===== src/rtl/alu_seq_pkg.sv =====
// Shared constants for the sequential ALU: opcodes, FSM encodings, flag positions.
// ALU_SEQ_OVF_EN adds the signed-overflow flag.
package alu_seq_pkg;

   localparam logic [2:0] OP_ADD = 3'b000;
   localparam logic [2:0] OP_SUB = 3'b001;
   localparam logic [2:0] OP_AND = 3'b010;
   localparam logic [2:0] OP_OR  = 3'b011;
   localparam logic [2:0] OP_XOR = 3'b100;
   localparam logic [2:0] OP_SLT = 3'b101;
   localparam logic [2:0] OP_SLL = 3'b110;
   localparam logic [2:0] OP_MUL = 3'b111;

   localparam logic [1:0] S_IDLE = 2'd0;
   localparam logic [1:0] S_BUSY = 2'd1;
   localparam logic [1:0] S_DONE = 2'd2;

   localparam int FLG_CO = 0;
   localparam int FLG_ZF = 1;
`ifdef ALU_SEQ_OVF_EN
   localparam int FLG_OF = 2;
   localparam int NFLAGS = 3;
`else
   localparam int NFLAGS = 2;
`endif

endpackage


===== src/rtl/alu_seq_if.sv =====
// Operand/result bus of alu_seq. Both sides use valid/ready: a transfer happens on a
// rising edge where valid and ready are both 1; valid may not drop before that edge.
interface alu_seq_if #(
   parameter int WIDTH = 32
);
   logic [WIDTH-1:0] In1;
   logic [WIDTH-1:0] In2;
   logic             CI;
   logic [2:0]       A;
   logic             in_valid;
   logic             in_ready;
   logic [WIDTH-1:0] FinalOut;
   logic             CO;
   logic             ZF;
   logic             out_valid;
   logic             out_ready;
`ifdef ALU_SEQ_OVF_EN
   logic             OF;
`endif

   modport master (
      output In1, In2, CI, A, in_valid, out_ready,
      input  in_ready, FinalOut, CO, ZF, out_valid
`ifdef ALU_SEQ_OVF_EN
      , input OF
`endif
   );

   modport slave (
      input  In1, In2, CI, A, in_valid, out_ready,
      output in_ready, FinalOut, CO, ZF, out_valid
`ifdef ALU_SEQ_OVF_EN
      , output OF
`endif
   );

endinterface


===== src/rtl/alu_seq_mul.sv =====
// Iterative shift-add multiplier: one multiplier bit per cycle, WIDTH cycles per product.
// done marks the final iteration; product then carries the finished low WIDTH bits.
module alu_seq_mul #(
   parameter int WIDTH = 32
) (
   input  logic             clk,
   input  logic             rst,
   input  logic             start,
   input  logic [WIDTH-1:0] op_a,
   input  logic [WIDTH-1:0] op_b,
   output logic             busy,
   output logic             done,
   output logic [WIDTH-1:0] product
);
   localparam int CW = $clog2(WIDTH + 1);

   logic [WIDTH-1:0] mcand_q, mcand_d;
   logic [WIDTH-1:0] mplier_q, mplier_d;
   logic [WIDTH-1:0] acc_q, acc_d;
   logic [CW-1:0]    cnt_q, cnt_d;
   logic             busy_q, busy_d;
   logic [WIDTH-1:0] partial;

   assign partial = acc_q + (mplier_q[0] ? mcand_q : '0);

   always_comb begin
      mcand_d  = mcand_q;
      mplier_d = mplier_q;
      acc_d    = acc_q;
      cnt_d    = cnt_q;
      busy_d   = busy_q;
      if (start) begin
         mcand_d  = op_a;
         mplier_d = op_b;
         acc_d    = '0;
         cnt_d    = CW'(WIDTH);
         busy_d   = 1'b1;
      end else if (busy_q) begin
         acc_d    = partial;
         mcand_d  = mcand_q << 1;
         mplier_d = mplier_q >> 1;
         cnt_d    = cnt_q - CW'(1);
         if (cnt_q == CW'(1)) busy_d = 1'b0;
      end
   end

   always_ff @(posedge clk) begin
      if (rst) begin
         mcand_q  <= '0;
         mplier_q <= '0;
         acc_q    <= '0;
         cnt_q    <= '0;
         busy_q   <= 1'b0;
      end else begin
         mcand_q  <= mcand_d;
         mplier_q <= mplier_d;
         acc_q    <= acc_d;
         cnt_q    <= cnt_d;
         busy_q   <= busy_d;
      end
   end

   assign busy    = busy_q;
   assign done    = busy_q && (cnt_q == CW'(1));
   assign product = partial;

endmodule


===== src/rtl/alu_seq.sv =====
// Handshaked sequential ALU: single-cycle logic/arith ops, iterative SLL and MUL.
// Define ALU_SEQ_OVF_EN to add the registered signed-overflow output OF.
module alu_seq
   import alu_seq_pkg::*;
#(
   parameter int WIDTH = 32,
   parameter int SHW   = $clog2(WIDTH)
) (
   input  logic       clk,
   input  logic       rst,
   alu_seq_if.slave   bus,
   output logic [1:0] state_dbg
);
   logic [1:0]        state_q, state_d;
   logic [WIDTH-1:0]  res_q, res_d;
   logic [NFLAGS-1:0] flags_q, flags_d;
   logic [WIDTH-1:0]  sll_acc_q, sll_acc_d;
   logic [SHW-1:0]    sll_cnt_q, sll_cnt_d;
   logic              busy_mul_q, busy_mul_d;

   logic              in_ready_c, accept;
   logic              mul_start, mul_busy, mul_done;
   logic [WIDTH-1:0]  mul_product;
   logic [WIDTH:0]    add_sum, sub_sum;
   logic [WIDTH-1:0]  sc_res, new_res;
   logic              sc_co, new_co, load_res;
   logic [SHW-1:0]    shamt;
`ifdef ALU_SEQ_OVF_EN
   logic              sc_of, new_of;
`endif

   alu_seq_mul #(.WIDTH(WIDTH)) u_mul (
      .clk     (clk),
      .rst     (rst),
      .start   (mul_start),
      .op_a    (bus.In1),
      .op_b    (bus.In2),
      .busy    (mul_busy),
      .done    (mul_done),
      .product (mul_product)
   );

   // In DONE a new op may enter in the same cycle the result is consumed.
   assign in_ready_c = !rst && !mul_busy &&
                       ((state_q == S_IDLE) || ((state_q == S_DONE) && bus.out_ready));
   assign accept     = bus.in_valid && in_ready_c;
   assign shamt      = bus.In2[SHW-1:0];

   always_comb begin
      add_sum = {1'b0, bus.In1} + {1'b0, bus.In2} + {{WIDTH{1'b0}}, bus.CI};
      sub_sum = {1'b0, bus.In1} + {1'b0, ~bus.In2} + {{WIDTH{1'b0}}, 1'b1};
      sc_res  = '0;
      sc_co   = 1'b0;
      case (bus.A)
         OP_ADD:  begin sc_res = add_sum[WIDTH-1:0]; sc_co = add_sum[WIDTH]; end
         OP_SUB:  begin sc_res = sub_sum[WIDTH-1:0]; sc_co = sub_sum[WIDTH]; end
         OP_AND:  sc_res = bus.In1 & bus.In2;
         OP_OR:   sc_res = bus.In1 | bus.In2;
         OP_XOR:  sc_res = bus.In1 ^ bus.In2;
         OP_SLT:  sc_res = {{(WIDTH-1){1'b0}}, ($signed(bus.In1) < $signed(bus.In2))};
         default: sc_res = '0;
      endcase
`ifdef ALU_SEQ_OVF_EN
      sc_of = 1'b0;
      if (bus.A == OP_ADD)
         sc_of = (bus.In1[WIDTH-1] == bus.In2[WIDTH-1]) &&
                 (add_sum[WIDTH-1] != bus.In1[WIDTH-1]);
      else if (bus.A == OP_SUB)
         sc_of = (bus.In1[WIDTH-1] != bus.In2[WIDTH-1]) &&
                 (sub_sum[WIDTH-1] != bus.In1[WIDTH-1]);
`endif
   end

   always_comb begin
      state_d    = state_q;
      res_d      = res_q;
      flags_d    = flags_q;
      sll_acc_d  = sll_acc_q;
      sll_cnt_d  = sll_cnt_q;
      busy_mul_d = busy_mul_q;
      mul_start  = 1'b0;
      load_res   = 1'b0;
      new_res    = '0;
      new_co     = 1'b0;
`ifdef ALU_SEQ_OVF_EN
      new_of     = 1'b0;
`endif
      case (state_q)
         S_IDLE: state_d = S_IDLE;
         S_BUSY: begin
            if (busy_mul_q) begin
               if (mul_done) begin
                  load_res = 1'b1;
                  new_res  = mul_product;
                  state_d  = S_DONE;
               end
            end else begin
               sll_acc_d = sll_acc_q << 1;
               sll_cnt_d = sll_cnt_q - SHW'(1);
               if (sll_cnt_q == SHW'(1)) begin
                  load_res = 1'b1;
                  new_res  = sll_acc_q << 1;
                  state_d  = S_DONE;
               end
            end
         end
         S_DONE: if (bus.out_ready) state_d = S_IDLE;
         default: state_d = S_IDLE;
      endcase

      if (accept) begin
         case (bus.A)
            OP_SLL: begin
               if (shamt == '0) begin
                  load_res = 1'b1;
                  new_res  = bus.In1;
                  state_d  = S_DONE;
               end else begin
                  sll_acc_d  = bus.In1;
                  sll_cnt_d  = shamt;
                  busy_mul_d = 1'b0;
                  state_d    = S_BUSY;
               end
            end
            OP_MUL: begin
               mul_start  = 1'b1;
               busy_mul_d = 1'b1;
               state_d    = S_BUSY;
            end
            default: begin
               load_res = 1'b1;
               new_res  = sc_res;
               new_co   = sc_co;
`ifdef ALU_SEQ_OVF_EN
               new_of   = sc_of;
`endif
               state_d  = S_DONE;
            end
         endcase
      end

      if (load_res) begin
         res_d          = new_res;
         flags_d        = '0;
         flags_d[FLG_CO] = new_co;
         flags_d[FLG_ZF] = (new_res == '0);
`ifdef ALU_SEQ_OVF_EN
         flags_d[FLG_OF] = new_of;
`endif
      end
   end

   always_ff @(posedge clk) begin
      if (rst) begin
         state_q    <= S_IDLE;
         res_q      <= '0;
         flags_q    <= '0;
         sll_acc_q  <= '0;
         sll_cnt_q  <= '0;
         busy_mul_q <= 1'b0;
      end else begin
         state_q    <= state_d;
         res_q      <= res_d;
         flags_q    <= flags_d;
         sll_acc_q  <= sll_acc_d;
         sll_cnt_q  <= sll_cnt_d;
         busy_mul_q <= busy_mul_d;
      end
   end

   assign bus.in_ready  = in_ready_c;
   assign bus.out_valid = (state_q == S_DONE);
   assign bus.FinalOut  = res_q;
   assign bus.CO        = flags_q[FLG_CO];
   assign bus.ZF        = flags_q[FLG_ZF];
`ifdef ALU_SEQ_OVF_EN
   assign bus.OF        = flags_q[FLG_OF];
`endif
   assign state_dbg     = state_q;

endmodule


===== src/flat_wrapper.sv =====
// flat-port wrapper written by rule: the top's interface ports become plain ports
module alu_seq_flat import alu_seq_pkg::*;
#(
   parameter int WIDTH = 32,
   parameter int SHW   = $clog2(WIDTH)
)
  (clk, rst, state_dbg, bus_In1, bus_In2, bus_CI, bus_A, bus_in_valid, bus_out_ready, bus_in_ready, bus_FinalOut, bus_CO, bus_ZF, bus_out_valid);
  alu_seq_if #(.WIDTH(WIDTH)) bus_i ();
  input  logic clk;
  input  logic rst;
  output logic [1:0] state_dbg;
  input wire logic [$bits(bus_i.In1)-1:0] bus_In1;
  input wire logic [$bits(bus_i.In2)-1:0] bus_In2;
  input wire logic [$bits(bus_i.CI)-1:0] bus_CI;
  input wire logic [$bits(bus_i.A)-1:0] bus_A;
  input wire logic [$bits(bus_i.in_valid)-1:0] bus_in_valid;
  input wire logic [$bits(bus_i.out_ready)-1:0] bus_out_ready;
  output wire logic [$bits(bus_i.in_ready)-1:0] bus_in_ready;
  output wire logic [$bits(bus_i.FinalOut)-1:0] bus_FinalOut;
  output wire logic [$bits(bus_i.CO)-1:0] bus_CO;
  output wire logic [$bits(bus_i.ZF)-1:0] bus_ZF;
  output wire logic [$bits(bus_i.out_valid)-1:0] bus_out_valid;
  assign bus_i.In1 = bus_In1;
  assign bus_i.In2 = bus_In2;
  assign bus_i.CI = bus_CI;
  assign bus_i.A = bus_A;
  assign bus_i.in_valid = bus_in_valid;
  assign bus_i.out_ready = bus_out_ready;
  assign bus_in_ready = bus_i.in_ready;
  assign bus_FinalOut = bus_i.FinalOut;
  assign bus_CO = bus_i.CO;
  assign bus_ZF = bus_i.ZF;
  assign bus_out_valid = bus_i.out_valid;
  alu_seq #(.WIDTH(WIDTH), .SHW(SHW)) u_core (.clk(clk), .rst(rst), .bus(bus_i), .state_dbg(state_dbg));
endmodule

===== config.mk =====
export PLATFORM = sky130hd
export DESIGN_NAME = alu_seq_flat
export DESIGN_NICKNAME = d
export VERILOG_FILES = /design/src/rtl/alu_seq_pkg.sv /design/src/rtl/alu_seq_if.sv /design/src/rtl/alu_seq_mul.sv /design/src/rtl/alu_seq.sv /design/src/flat_wrapper.sv
export SDC_FILE = /design/constraint.sdc
export NUM_CORES = 1
export LEC_CHECK = 0
export ABC_CLOCK_PERIOD_IN_PS = 4900
export BUFFER_PORTS_ARGS = -buffer_cell sky130_fd_sc_hd__buf_2
export CORE_MARGIN = 10
export CORE_UTILIZATION = 50
export DETAILED_ROUTE_END_ITERATION = 10
export MAX_ROUTING_LAYER = met4
export PLACE_DENSITY = 0.72
export SYNTH_ARGS = -nofsm -noshare
export SYNTH_HDL_FRONTEND = slang
export SYNTH_HIERARCHICAL = 1
export SYNTH_SLANG_ARGS = --single-unit

===== constraint.sdc =====
create_clock -name clk -period 4.9 [get_ports clk]
set_input_delay 0.245 -clock clk [delete_from_list [all_inputs] [get_ports clk]]
set_output_delay 0.245 -clock clk [all_outputs]
set_load 0.01 [all_outputs]

==> results of run 1 <==
-- cell usage after synthesis, types with 25 or more instances --
cell      instances
dfxtp_1         176
xnor2_1          32
a211oi_1         25
a22oi_1          29
nor3_1           41
nand3_1          29
mux2i_1          99
a21oi_1         235
a311oi_1         38
and2_1           45
a21o_1           26
ha_1            138
nand2_1         142
nor2_1          338
o21ai_0          99
clkbuf_1        118
inv_1           104
-- flip-flops by register name (all words and copies together) (netlist names), 5 cells and up --
name                   cells
u_core/sll_cnt_q           5
u_core/u_mul/cnt_q         6
u_core/bus.FinalOut       32
u_core/u_mul/mcand_q      32
u_core/u_mul/acc_q        32
u_core/sll_acc_q          31
u_core/u_mul/mplier_q     32
-- worst paths after layout --
path	endpoint	cells past startpoint	startpoint	slack [ns]
worst min register to register	u_core/bus.FinalOut[28]	2	u_core/bus.FinalOut[28]	0.45
worst min-delay path	u_core/u_mul/mplier_q[29]	3	bus_In2[29]	0.06
worst max register to register	u_core/flags_q[1]	18	u_core/u_mul/mplier_q[0]	0.24
worst max-delay path	u_core/flags_q[1]	18	u_core/u_mul/mplier_q[0]	0.24
-- routing by layer --
layer	GRT usage, %	vias to the layer above	share of wire [%]
li1	-	7770	-
met1	36.36	7817	43
met2	46.12	770	46
met3	4.020	127	7.0
met4	11.68	0	3.9
met5	-	-	0
-- critical path: cells and delay by family, from the launching register on --
family	cells	cell delay [ns]
AO/OA/AOI/OAI	10	2.45
XOR/XNOR	2	0.26
adder cells (fa/ha/maj)	1	0.36
buffers and inverters	2	0.36
flip-flops	1	0.31
AND/OR/NAND/NOR	3	0.85
-- cell type report --
type                    instances  area [µm²]
fillers                      3051       13510
multi-input cells            1704       11290
flip-flops and latches        176        3527
repair buffers                162       958.4
well taps                     396       495.5
clock buffers                  18       429.2
inverters                     104       392.9
clock inverters                13       151.4
diodes                          1       2.502
-- logic make-up (layout without fill, tap and decap cells) --
logic type      count (synthesis)  count (layout)  synth area share [%]
buf+inv                       249             297                 6.052
simple gates                  723             723                 21.15
xor+xnor                       48              48                 2.679
mux                           100             100                 6.387
other cells                     0               1                     0
fa+ha+maj                     142             142                 11.51
compound gates                691             691                 29.76
flops                         176             176                 22.45
-- stage by stage --
stage               hold slack (ns)  utilization, %  power [µW]  worst slack, ns
global placement             0.4416           54.06        2460           0.1630
global route                0.06073           56.07        4053         0.003612
detailed placement           0.4472           54.06        2464          0.07086
floorplan                    0.3836               -        2123           0.4881
CTS                         0.04526           55.95        3888          0.02256
finish                      0.05649           56.07        3897           0.2432
-- where the power goes --
part / switching (µW) / total [µW] / leakage, µW / internal [µW]
Combinational: 644 / 979 / 0.00551 / 334
Clock: 669 / 1430 / 0.000284 / 760
Sequential: 25.6 / 1490 / 0.00142 / 1460
-- what timing repair did --
item | in CTS | in global routing
hold endpoints to repair | 0 | 0
setup endpoints to repair | 0 | 1
gates resized for setup | 0 | 9
==> results.md, run 1 <==
- Outcome: complete, no violations
- P per Cell Area: 226.0 mW/mm²
- Largest stage delay, worst path: between 0.5 and 0.6 ns
- Clk_skew: 0.01227 ns
- Main synth FF type: dfxtp_1
- Total CTS buffers: 17
- Fin crit period: approximately 4.7 ns
- Worst Hold Class: input pin to register
- Commonest non-fill, non-tap cells in the layout: nor2_1 (336), a21oi_1 (234), dfxtp_1 (175), nand2_1 (141), ha_1 (138)
- Share of Yosys cell area claimed by the top area cell type: 22.45%
- First-pass GRT wire length: ~87 mm
- CORE AREA: 0.03075 mm²
- Placed Area: ~0.017 mm²
- GRT Total Usage: 28.96%
- DRT antenna net count: 0
- Area leader, netlist: dfxtp_1
- Total negative slack: 0 ns
- Post-Layout Inst Area: ~0.017 mm²
- Pin count of the biggest net entering global routing: a little under 80
- Worst vdd ir: 228.5 µV
- Quantity of I/O buffers inserted on ports: between 100 and 150
- FFs w/ async S/R, synth: 0%
- Top area cells in the synthesized netlist: dfxtp_1 (22%), ha_1 (11%), nor2_1 (8.1%)
- Drt first pass iters: 9
- Final GP Congestion: 0.9971
- I/O Pins: 110
- Vias: 16484
- Fmax: around 210 MHz
- Final hold viol count: 0
- Max-Cap Viols: 0
- Slew @ Worst Pin: 1.037 ns
- Yosys reg bits: about 180
- Worst-path clk slew: about 0.07 ns
- Pleak: between 0.007 and 0.008 µW
- Height of the die: roughly 200 µm
- Mapped Cells: 2129
- Final setup vio count: 0
- Slew margin rel.: between 30% and 40%
- RSZ-0062 raised after global routing: no
- CTS tree: yes
- Final max-slew violation count: 0
- Vias per Instance: roughly 6.4
- Initial core utilization: roughly half
- Avg Inst Size Synth: between 7 and 8 µm²
- Commonest non-fill, non-tap cell in the layout: nor2_1
- Period utilisation layout: around 95%
- Sequential fraction of the synthesis area: between 20% and 30%
- Setup crit start kind: register
- Worst Path Arrival: ~5.1 ns
- Post-synth cell types: 87
- Grt ovf: 0
- Setup CP Type: register to register
- Buffer count from post-CTS setup fixing: 0
- Worst-case clock buffer depth: 2
- Clock root cell: clkbuf_16
- Drt drc: 0
- H-tree depth: 4
- FP Rows: 64
- Synth Net Count: roughly 2300
- Vias in the first global route: roughly 15000
- Post-Layout Cell Count: 2574
- Die area: 0.03887 mm²
- Initial drt markers: around 1700
- Ys Warns: 6
- Worst setup EP type: register
- Crit path max-delay cell type: or4_1
- Die Wd: a little under 200 µm
- Synth Cell Area: between 0.015 and 0.02 mm²
- CP Max Fanout: 28
- Detailed placement HPWL: between 40 and 50 mm
- Clk sink count: 176
- Number of buffers inserted by hold repair at cts: 0
- Share of post-route cells with drive strength above 1: between 10% and 20%
- Routed wire length: ~57 mm
- EDFF count, synth: 0
- Routed len/inst: 22.02 µm
- Area growth syn-to-layout: 9.888%
- Initial antenna violation count: 1
- Final nets: 2379
- Clk Latency, worst-skew pair: about 0.47 ns
- WP data required: 5.29 ns
- Placed Instances: 2542
- CP Cell Sequence: buf_4, buf_4, and2_1, ha_1, a211oi_2, o21ai_2, a2111oi_4, o31ai_2, a21bo_1, a21oi_2, xnor2_1, xnor2_1, a22oi_1, o21ai_0, a311oi_1, nand4_1, or4_1, o21ai_1
(Power assumes the default switching activity.)
==> inputs of run 2 (changes only) <==
Settings changed: CORE_ASPECT_RATIO set to 0.7.
==> run 2 against run 1 <==
Net effect:
- the run now ends with design-rule violations left
- count of clock-buffer cells in the layout stayed put
- setup slack worse by 0.12 ns
- non-clock buffer count is 28 higher
- total power is 2.7% higher
- clock power hardly changed
- maximum frequency is 2.6% lower
- sequential power hardly changed
- wire length is 15% higher
- cell count is 2.1% higher
==> results.md, run 2 (synthesis results as in run 1) <==
- Worst Hold Class: input pin to register
- Detailed placement HPWL: roughly 49 mm
- Setup CP Type: register to register
- Hold wc startpoint: bus_In2[28]
- Total negative slack: 0 ns
- I/O Pins: 110
- Total CTS buffers: 17
- Slew margin rel.: 29.96%
- Die Wd: around 230 µm
- Initial core utilization: around 50%
- WP data required: 5.30 ns
- Commonest non-fill, non-tap cells in the layout: nor2_1 (336), a21oi_1 (231), dfxtp_1 (175), nand2_1 (141), ha_1 (137)
- Period utilisation layout: a little over nine tenths
- Routed len/inst: approximately 25 µm
- Power, Total: approximately 4000 µW
- Max-Cap Viols: 0
- FP Rows: 54
- Setup crit start kind: register
- DP Worst Slack: -0.03421 ns
- Pleak: between 0.007 and 0.008 µW
- Placed Instances: approximately 2600
- WHS Endpoint: u_core/u_mul/mplier_q[28]
- Slew @ Worst Pin: about 1.1 ns
- Final WS setup: 0.1184 ns
- Switching Share: roughly 37%
- DRT antenna net count: 0
- P_sw: about 1500 µW
- Worst vdd ir: approximately 150 µV
- Initial drt markers: 2725
- Worst r2r src: u_core/u_mul/mplier_q[0]
- CP Cell Sequence: buf_4, buf_4, and2_1, ha_1, a21oi_2, and3_1, o21ai_0, nand2_1, nand2_1, xor2_1, a32o_1, a221o_1, a211o_1, o21ai_0, a2bb2oi_1, nor4bb_2, buf_4, nand4_1, or4_4, o21ai_1
- Fillers: just under 3000
- GRT Total Usage: 32.66%
- Vias: about 17000
- Final hold viol count: 0
- Worst path bufs/invs: 3
- Final GP Congestion: 1.071
- CP Max Fanout: 14
- Clk Latency, worst-skew pair: ~0.47 ns
- Final max-slew violation count: 0
- Drt first pass iters: 11
- Initial antenna violation count: 2
- First-pass GRT wire length: 96.14 mm
- Clock root cell: clkbuf_16
- Routed wire length: around 65 mm
- Internal: between 2000 and 3000 µW
- P per Cell Area: 227.7 mW/mm²
- Reg power frac: 37.3%
- Vias per Instance: approximately 6.6
- Outcome: finished with violations
- Layout Utilization: a little under three fifths
- Clk sink count: ~180
- CORE AREA: ~0.031 mm²
- Worst reg2reg setup slack: between 0.1 and 0.15 ns
- Worst-path clk slew: about 0.080 ns
- Final nets: roughly 2400
- Area growth syn-to-layout: 12.02%
- Fin crit period: 4.782 ns
- Die area: around 0.039 mm²
- Clock network power share: a little over a third
- Final setup vio count: 0
- H-tree depth: 4
- Fmax: 209.1 MHz
- Share of post-route cells with drive strength above 1: between 10% and 20%
- Worst setup EP type: register
- Grt ovf: 0
- Pin count of the biggest net entering global routing: between 80 and 90
- Quantity of I/O buffers inserted on ports: roughly 110
- Commonest non-fill, non-tap cell in the layout: nor2_1
- Worst-case clock buffer depth: 2
- Reg-to-Reg End: u_core/flags_q[1]
- Post-Layout Cell Count: between 2000 and 3000
- Worst Hold Depth: 3
- Crit-path leading delay family: compound AO/OA/AOI/OAI gates
- Height of the die: ~170 µm
- CTS tree: yes
- Clk_skew: ~0.012 ns
- Crit path max-delay cell type: or4_4
- Worst Path Arrival: 5.19 ns
- Vias in the first global route: about 15000
- Worst Setup SP: u_core/u_mul/mplier_q[0]
- Largest stage delay, worst path: roughly 0.55 ns
- Part of the power in combinational logic: a little over a quarter
- Most frequent CP cell: buf_4
- Failing checks: design-rule violations
- Drt drc: 6
- Reg2reg path depth: 20
run 2: cell types whose count changed in the layout (fill, tap and decap cells not counted), moves of 2 or more:
cell,delta
inv_8,+2
buf_4,+29
a21oi_2,+3
clkinv_8,+4
clkinvlp_4,+2
a21oi_1,-3
inv_6,-3
bufinv_16,-2
run 2: per-layer routing:
metal	global-route usage (%)	wire length (µm)
met5	-	0
met4	9.408	1698
met3	11.18	9433
met2	42.12	24900
met1	46.34	28940
run 2: layout make-up:
type	count	area [µm²]	share of cell area, %
diodes	1	2.502	0.01424
well taps	420	525.5	2.990
multi-input cells	1704	11360	64.62
flip-flops and latches	176	3527	20.07
clock inverters	14	163.9	0.9325
inverters	104	392.9	2.235
repair buffers	190	1156	6.577
clock buffers	18	450.4	2.563
run 2: timing repair:
item                                    in CTS  in global routing
endpoints found under the setup margin       1                  1
hold buffers                                 0                  0
resized for setup                            3                 21
pin swaps                                    0                  3
buffers inserted                             0                  2
run 2: through the flow:
stage	area, µm²	hold WS, ns
CTS	17460	0.02450
detailed placement	16840	0.4458
floorplan	15690	0.3836
finish	17580	0.04036
global route	17580	0.05199
global placement	16840	0.4406
run 2: power groups by stage:
stage | Combinational (µW) | Sequential (µW) | Clock [µW]
finish | 1060 | 1490 | 1450
global route | 1120 | 1500 | 1520
CTS | 998 | 1490 | 1480
detailed placement | 991 | 1520 | 0
global placement | 989 | 1520 | 0
floorplan | 599 | 1520 | 0
run 2: worst max-delay path by stage:
stage / slack, ns / to / cells past startpoint
final: 0.12 / u_core/flags_q[1] / 20
after global routing: -0.02 / u_core/flags_q[1] / 19
after CTS: 0.01 / u_core/flags_q[1] / 19
after detailed placement: -0.03 / u_core/flags_q[1] / 19
after global placement: 0.14 / u_core/flags_q[1] / 19
after floorplan: 0.49 / u_core/flags_q[1] / 19
run 2: worst reg2reg max path, cell delays in order, from the launching register on:
cell and delay [ns]:
dfxtp_1 0.33, buf_4 0.17, buf_4 0.18, and2_1 0.18
ha_1 0.38, a21oi_2 0.30, and3_1 0.20, o21ai_0 0.14
nand2_1 0.15, nand2_1 0.07, xor2_1 0.18, a32o_1 0.29
a221o_1 0.30, a211o_1 0.25, o21ai_0 0.16, a2bb2oi_1 0.14
nor4bb_2 0.31, buf_4 0.16, nand4_1 0.15, or4_4 0.55
o21ai_1 0.14
